--- config.mk ---
export PLATFORM = sky130hd
export DESIGN_NAME = if_id_skid_queue
export DESIGN_NICKNAME = d
export VERILOG_FILES = /design/src/rtl/if_id_skid_queue.sv
export SDC_FILE = /design/constraint.sdc
export NUM_CORES = 1
export LEC_CHECK = 0
export ABC_CLOCK_PERIOD_IN_PS = 10100
export BUFFER_PORTS_ARGS = -buffer_cell sky130_fd_sc_hd__buf_4
export CORE_ASPECT_RATIO = 0.5
export CORE_MARGIN = 8
export CORE_UTILIZATION = 39
export CTS_CLUSTER_SIZE = 8
export DETAILED_ROUTE_END_ITERATION = 6
export GPL_ROUTABILITY_DRIVEN = 0
export PLACE_DENSITY_LB_ADDON = 0.15
export SETUP_SLACK_MARGIN = 0.3
export SKIP_CTS_REPAIR_TIMING = 1
export SYNTH_ARGS = -nofsm -noshare
export SYNTH_HDL_FRONTEND = slang
export SYNTH_SLANG_ARGS = --single-unit
--- constraint.sdc ---
create_clock -name clk -period 10.1 [get_ports clk]
set_input_delay 2.02 -clock clk [delete_from_list [all_inputs] [get_ports clk]]
set_output_delay 2.02 -clock clk [all_outputs]
set_load 0.005 [all_outputs]
--- src/rtl/if_id_skid_queue.sv ---
// if_id_skid_queue: multi-lane IF/ID circular queue with valid/ready handshake, flush and per-lane field decode
module if_id_skid_queue #(
    parameter int PC_WIDTH       = 32,
    parameter int INST_WIDTH     = 32,
    parameter int REG_ADDR_WIDTH = 5,
    parameter int LANES          = 2,
    parameter int DEPTH          = 2,
    localparam int CNT_W         = $clog2(DEPTH + 1)
) (
    input  logic                               clk,
    input  logic                               reset,
    input  logic                               flush,
    input  logic                               in_valid,
    output logic                               in_ready,
    input  logic [PC_WIDTH-1:0]                in_pc,
    input  logic [PC_WIDTH-1:0]                in_pc_next,
    input  logic [LANES*INST_WIDTH-1:0]        in_inst,
    input  logic [LANES-1:0]                   in_lane_mask,
    output logic                               out_valid,
    input  logic                               out_ready,
    output logic [PC_WIDTH-1:0]                out_pc,
    output logic [PC_WIDTH-1:0]                out_pc_next,
    output logic [LANES*INST_WIDTH-1:0]        out_inst,
    output logic [LANES-1:0]                   out_lane_mask,
    output logic [LANES*7-1:0]                 out_opcode,
    output logic [LANES*REG_ADDR_WIDTH-1:0]    out_rs1,
    output logic [LANES*REG_ADDR_WIDTH-1:0]    out_rs2,
    output logic [LANES*REG_ADDR_WIDTH-1:0]    out_rd,
    output logic [CNT_W-1:0]                   occupancy
);
    localparam int PTR_W = DEPTH > 1 ? $clog2(DEPTH) : 1;
    logic [PC_WIDTH-1:0]         pc_q      [DEPTH];
    logic [PC_WIDTH-1:0]         pc_next_q [DEPTH];
    logic [LANES*INST_WIDTH-1:0] inst_q    [DEPTH];
    logic [LANES-1:0]            mask_q    [DEPTH];
    logic [PTR_W-1:0]            wr_ptr, rd_ptr;
    logic [CNT_W-1:0]            count;
    logic                        push, pop;
    assign in_ready  = count != CNT_W'(DEPTH);
    assign out_valid = count != '0;
    assign push      = in_valid & in_ready & ~flush;
    assign pop       = out_valid & out_ready & ~flush;
    assign occupancy = count;
    always_ff @(posedge clk or posedge reset) begin
        if (reset) begin
            wr_ptr <= '0;
            rd_ptr <= '0;
            count  <= '0;
            for (int k = 0; k < DEPTH; k++) begin
                pc_q[k]      <= '0;
                pc_next_q[k] <= '0;
                inst_q[k]    <= '0;
                mask_q[k]    <= '0;
            end
        end else if (flush) begin
            wr_ptr <= '0;
            rd_ptr <= '0;
            count  <= '0;
        end else begin
            if (push) begin
                pc_q[wr_ptr]      <= in_pc;
                pc_next_q[wr_ptr] <= in_pc_next;
                inst_q[wr_ptr]    <= in_inst;
                mask_q[wr_ptr]    <= in_lane_mask;
                wr_ptr            <= wr_ptr == PTR_W'(DEPTH - 1) ? '0 : wr_ptr + 1'b1;
            end
            if (pop)
                rd_ptr <= rd_ptr == PTR_W'(DEPTH - 1) ? '0 : rd_ptr + 1'b1;
            if (push & ~pop)
                count <= count + 1'b1;
            else if (pop & ~push)
                count <= count - 1'b1;
        end
    end
    always_comb begin
        out_pc        = out_valid ? pc_q[rd_ptr]      : '0;
        out_pc_next   = out_valid ? pc_next_q[rd_ptr] : '0;
        out_inst      = out_valid ? inst_q[rd_ptr]    : '0;
        out_lane_mask = out_valid ? mask_q[rd_ptr]    : '0;
    end
    for (genvar i = 0; i < LANES; i++) begin : g_lane
        assign out_opcode[i*7 +: 7]                        = out_inst[i*INST_WIDTH +: 7];
        assign out_rd[i*REG_ADDR_WIDTH +: REG_ADDR_WIDTH]  = out_inst[i*INST_WIDTH + 7 +: REG_ADDR_WIDTH];
        assign out_rs1[i*REG_ADDR_WIDTH +: REG_ADDR_WIDTH] = out_inst[i*INST_WIDTH + 15 +: REG_ADDR_WIDTH];
        assign out_rs2[i*REG_ADDR_WIDTH +: REG_ADDR_WIDTH] = out_inst[i*INST_WIDTH + 20 +: REG_ADDR_WIDTH];
    end
endmodule
After elaboration in Yosys (flattened, before gate mapping)
Index checks and enable logic that the tools add are counted.

storage, ports and cells
  word-level logic and storage cells = 71
  output and inout bits = 178
  register bits = 264
  input bits = 135

cells by class
  bitwise gates (word level) = 11
  equal/unequal tests = 1
  muxes and demuxes = 35
  magnitude comparators = 3
  reduce and logical (&&, ||, !) cells = 6
  $add $sub $neg = 4

operators by type and width
  kind                   number
  $mux W64               5
  $mux W32               9
  $bwmux W128            1
  $bwmux W64             2
  $demux W64 S1          1
  $demux W32 S1          1
  $mux W2                8
  $and A1 B1 Y1          6
  $mux W1                6
  $reduce_bool A2 Y1     3
  $bwmux W4              1
  $ge A2 B2 Y1 const B   2
  $not A1 Y2             2
  $not A1 Y1             3
  $reduce_bool A3 Y1     1
  $add A1 B1 Y1 const B  2
  $add A2 B1 Y2 const B  1
  $demux W2 S1           1
  $lt A2 B1 Y1 const B   1
  $ne A2 B2 Y1 const B   1
  $reduce_and A2 Y1      1
  $sub A2 B1 Y2 const B  1
  $logic_and A1 B1 Y1    1

Logic depth before layout (Yosys ltp)
  word-level depth = 8
  mapped depth = 6
  gate-level depth less buffers = 4

Least setup slack after synthesis
No wires, ideal clock.

  path kind = register to output
  start point = register count[1], in the netlist occupancy[1]
  end point = output out_opcode[0]
  buffers on the path = 3
  path slack = 6.617 ns
  required time = 8.080 ns
  arrival = 1.463 ns
  stages on the path, launching flop included = 6
  cells stage by stage = dfrtp_1 nor2_1 clkbuf_1 clkbuf_1 nor2_1 buf_4

on the way
  longest elaborated chain between the ends = 2

ends and longest elaborated chain
  item                    line  text
  from (decl)             37    logic [CNT_W-1:0] count;
  from (signal assigned)  70    count <= count + 1'b1;
  from (signal assigned)  72    count <= count - 1'b1;
  $reduce_bool A2 Y1      40    assign out_valid = count != '0;
  $mux W64                78    out_inst = out_valid ? inst_q[rd_ptr] : '0;
  to (decl)               25    output logic [LANES*7-1:0] out_opcode,

No other way between the ends.

Worst setup path after layout
  start point = register count[1], in the netlist occupancy[1]
  end point = output out_rs2[7]

on the way
  longest elaborated chain between the ends = 2

ends and longest elaborated chain
  item                line  text
  $reduce_bool A2 Y1  40
  $mux W64            78
  to (decl)           27    output logic [LANES*REG_ADDR_WIDTH-1:0] out_rs2,

No other way between the ends.

==> run metrics <==
status=complete, no violations; Yosys top cell by area=dfrtp_1; Area Overhead vs Synth=27.78%; vias per inst=approximately 5; Total Neg Setup Slack=0 ns; I/O pin total=~310; WL final=around 30000 microns; final hold vios=0; root buf cell=clkbuf_16; async set-reset flop share out of synthesis=100.0%; CP required=just over 8 ns; M1 GR Usage=17.84%; Peak VDD IR=between 0.0001 and 0.00015 V; initial detailed-routing violation count=288; DR WL/cell=18.86 microns; skew final=between 0.01 and 0.015 ns; die footprint=roughly 37000 sq um; Main synth FF type=dfrtp_1; Syn Area/Cell=between 10 and 15 sq um; first-pass GRT wire length=47690 microns; Detail Placement HPWL=a little over 20000 microns; Final ANT Viol Nets=0; Post-Layout Cell Count=approximately 1600; ANT cells=0; Mapped Cells=about 910; sequential fraction of the synthesis area=between 50 and 60%; count leader, synth=dfrtp_1; Startpoint Class=flip-flop; Worst Max-Slew Pin Slew=approximately 1.3 ns; Placed Cells=1552; Initial Util=around two fifths; Critical Path Max Stage Delay=approximately 0.99 ns; max_slew headroom=between 15 and 20%; top-area cell type share of the netlist area=a little over half; most used routing layer=met2; layout net count=between 1000 and 1500; total track usage=between 10% and 20%; Yosys reg bits=around 260; Place WS=around 5.3 ns; clk_lat worst skew=approximately 0.51 ns; core area=about 30000 sq um; number of max-cap violations=0; final worst path period share=between 50% and 60%; initial antenna violation count=0; Die H=approximately 140 microns; post-synth cell types=23; EDFF count, synth=0; M3 GR Usage=3.593%; total grt overflow=0; PD cells=roughly 210 nW/um^2; cell mode on critical path=buf_4; Die W=between 200 and 300 microns; Setup violations, final=0; Arrival @ worst endpoint=between 3 and 4 ns; smallest setup slack after layout=4.897 ns; syn_nets=around 1000; CTS tree=built; Ys Warns=0; largest net degree at the start of global routing=about 130; most frequent cells after synthesis=dfrtp_1, mux2_2, nor2_1; CP Max Fanout=just over 80; Max clock buf depth=3; Slew Limit Fails=0; CTS HTree Levels=2; hold crit path type=flip-flop to flip-flop; via count=roughly 7700; layout cells sized above 1=45.26%; RSZ-0062 raised after global routing=false; crit path time final=around 5.2 ns; clock slew at reported path FFs=approximately 0.050 ns; Synth area leaders=dfrtp_1, mux2_2, mux2i_1; number of port buffers=about 310; Clock Sinks=~260; P_leak=about 7 nW; vias in the first global route=8582; post-synthesis cell area=~12000 sq um; DR DRC count=0; CP endpoint kind=primary output; CTS buffer count=38; FMAX=0.1922 GHz; Site Rows=45; GRT met2 Usage=between 20% and 30%; number of detailed-route iterations in the first pass=4; WS Path Type=flip-flop to primary output; critical path cell sequence=nor2_4 -> buf_4 -> nor2_1 -> buf_4; critical path's slowest cell=nor2_4
==> registers in the layout (all words and copies together), names as in the netlist <==
register and cells:
mask_q 4, pc_next_q 64, inst_q 128, pc_q 64
occupancy 2, wr_ptr 1, rd_ptr 1
==> cells in the final DEF (no fill, tap or decap) <==
| cell | instances |
|---|---|
| nor2b_2 | 1 |
| mux2_2 | 160 |
| or2_2 | 1 |
| nor2_4 | 1 |
| a21o_1 | 1 |
| dfrtp_1 | 263 |
| o21ai_0 | 2 |
| or3_1 | 1 |
| nor2_1 | 131 |
| nand3b_1 | 1 |
| clkbuf_1 | 1 |
| nand4b_1 | 1 |
| nor4_4 | 1 |
| inv_1 | 2 |
| o211ai_1 | 1 |
| dfrtp_4 | 1 |
| xor2_1 | 1 |
| mux2i_1 | 131 |
| clkbuf_16 | 41 |
| mux2_1 | 100 |
| nor3b_1 | 1 |
| inv_2 | 1 |
| a21oi_1 | 4 |
| inv_8 | 1 |
| buf_4 | 322 |
==> stage by stage <==
stage / power [mW] / cell area, sq um / utilization (%) / hold WS (ns)
final: 3.267 / 15470 / 50.79 / 0.4803
after global routing: 3.464 / 15470 / 50.79 / 0.4948
after CTS: 3.332 / 15470 / 50.79 / 0.4846
after detailed placement: 2.170 / 14440 / 47.41 / 0.4740
after global placement: 2.135 / 14440 / 47.41 / 0.4658
after floorplan: 1.891 / 12110 / - / 0.4574
==> critical path, delay by kind of cell (launching register included) <==
| family | cells | cell delay [ns] |
|---|---|---|
| buf+inv | 2 | 0.98 |
| flops | 1 | 0.46 |
| simple gates | 2 | 1.15 |
==> worst paths after layout <==
check | start | to | slack, ns | cells past startpoint
hold reg to reg | inst_q[85]$_DFFE_PP0P_ | inst_q[85]$_DFFE_PP0P_ | 0.48 | 1
setup / recovery | occupancy[1]$_DFFE_PP0P_ | out_rs2[7] | 4.90 | 4
setup reg to reg | occupancy[1]$_DFFE_PP0P_ | pc_next_q[58]$_DFFE_PP0P_ | 7.78 | 4
max in group asynchronous | reset | rd_ptr$_DFFE_PP0P_ | 6.84 | 3
min in group asynchronous | reset | pc_q[17]$_DFFE_PP0P_ | 1.72 | 2
hold / removal | inst_q[85]$_DFFE_PP0P_ | inst_q[85]$_DFFE_PP0P_ | 0.48 | 1
==> kinds of logic (layout without fill, tap and decap cells) <==
group	after synthesis	in the layout	share of synthesized area (%)
buffers and inverters	105	368	5.415
muxes	391	391	35.01
DFF	264	264	54.56
and+or+nand+nor	139	139	4.568
xor gates and xnor gates	1	1	0.07235
AOI/OAI and AO/OA	8	8	0.3721
==> metal layers <==
layer	vias to the layer above	wire length, microns
met1	3969	11800
met5	-	0
li1	3605	-
met4	0	565
met2	129	16500
met3	46	1188
==> cell type report <==
type,count,area (sq um)
tap,423,529.3
fill,2675,14990
multi-input combinational,539,4862
timing repair buffer,322,2417
clock buffer,42,1030
inverter,4,22.52
sequential,264,6610
==> where the power goes <==
group / total (mW) / switching, mW / leakage [nW] / internal, mW
clock: 1.13 / 0.426 / 0.506 / 0.706
combinational: 0.686 / 0.282 / 3.36 / 0.404
sequential: 1.45 / 0.128 / 3.15 / 1.32
Power figures use the tool's default switching activity.
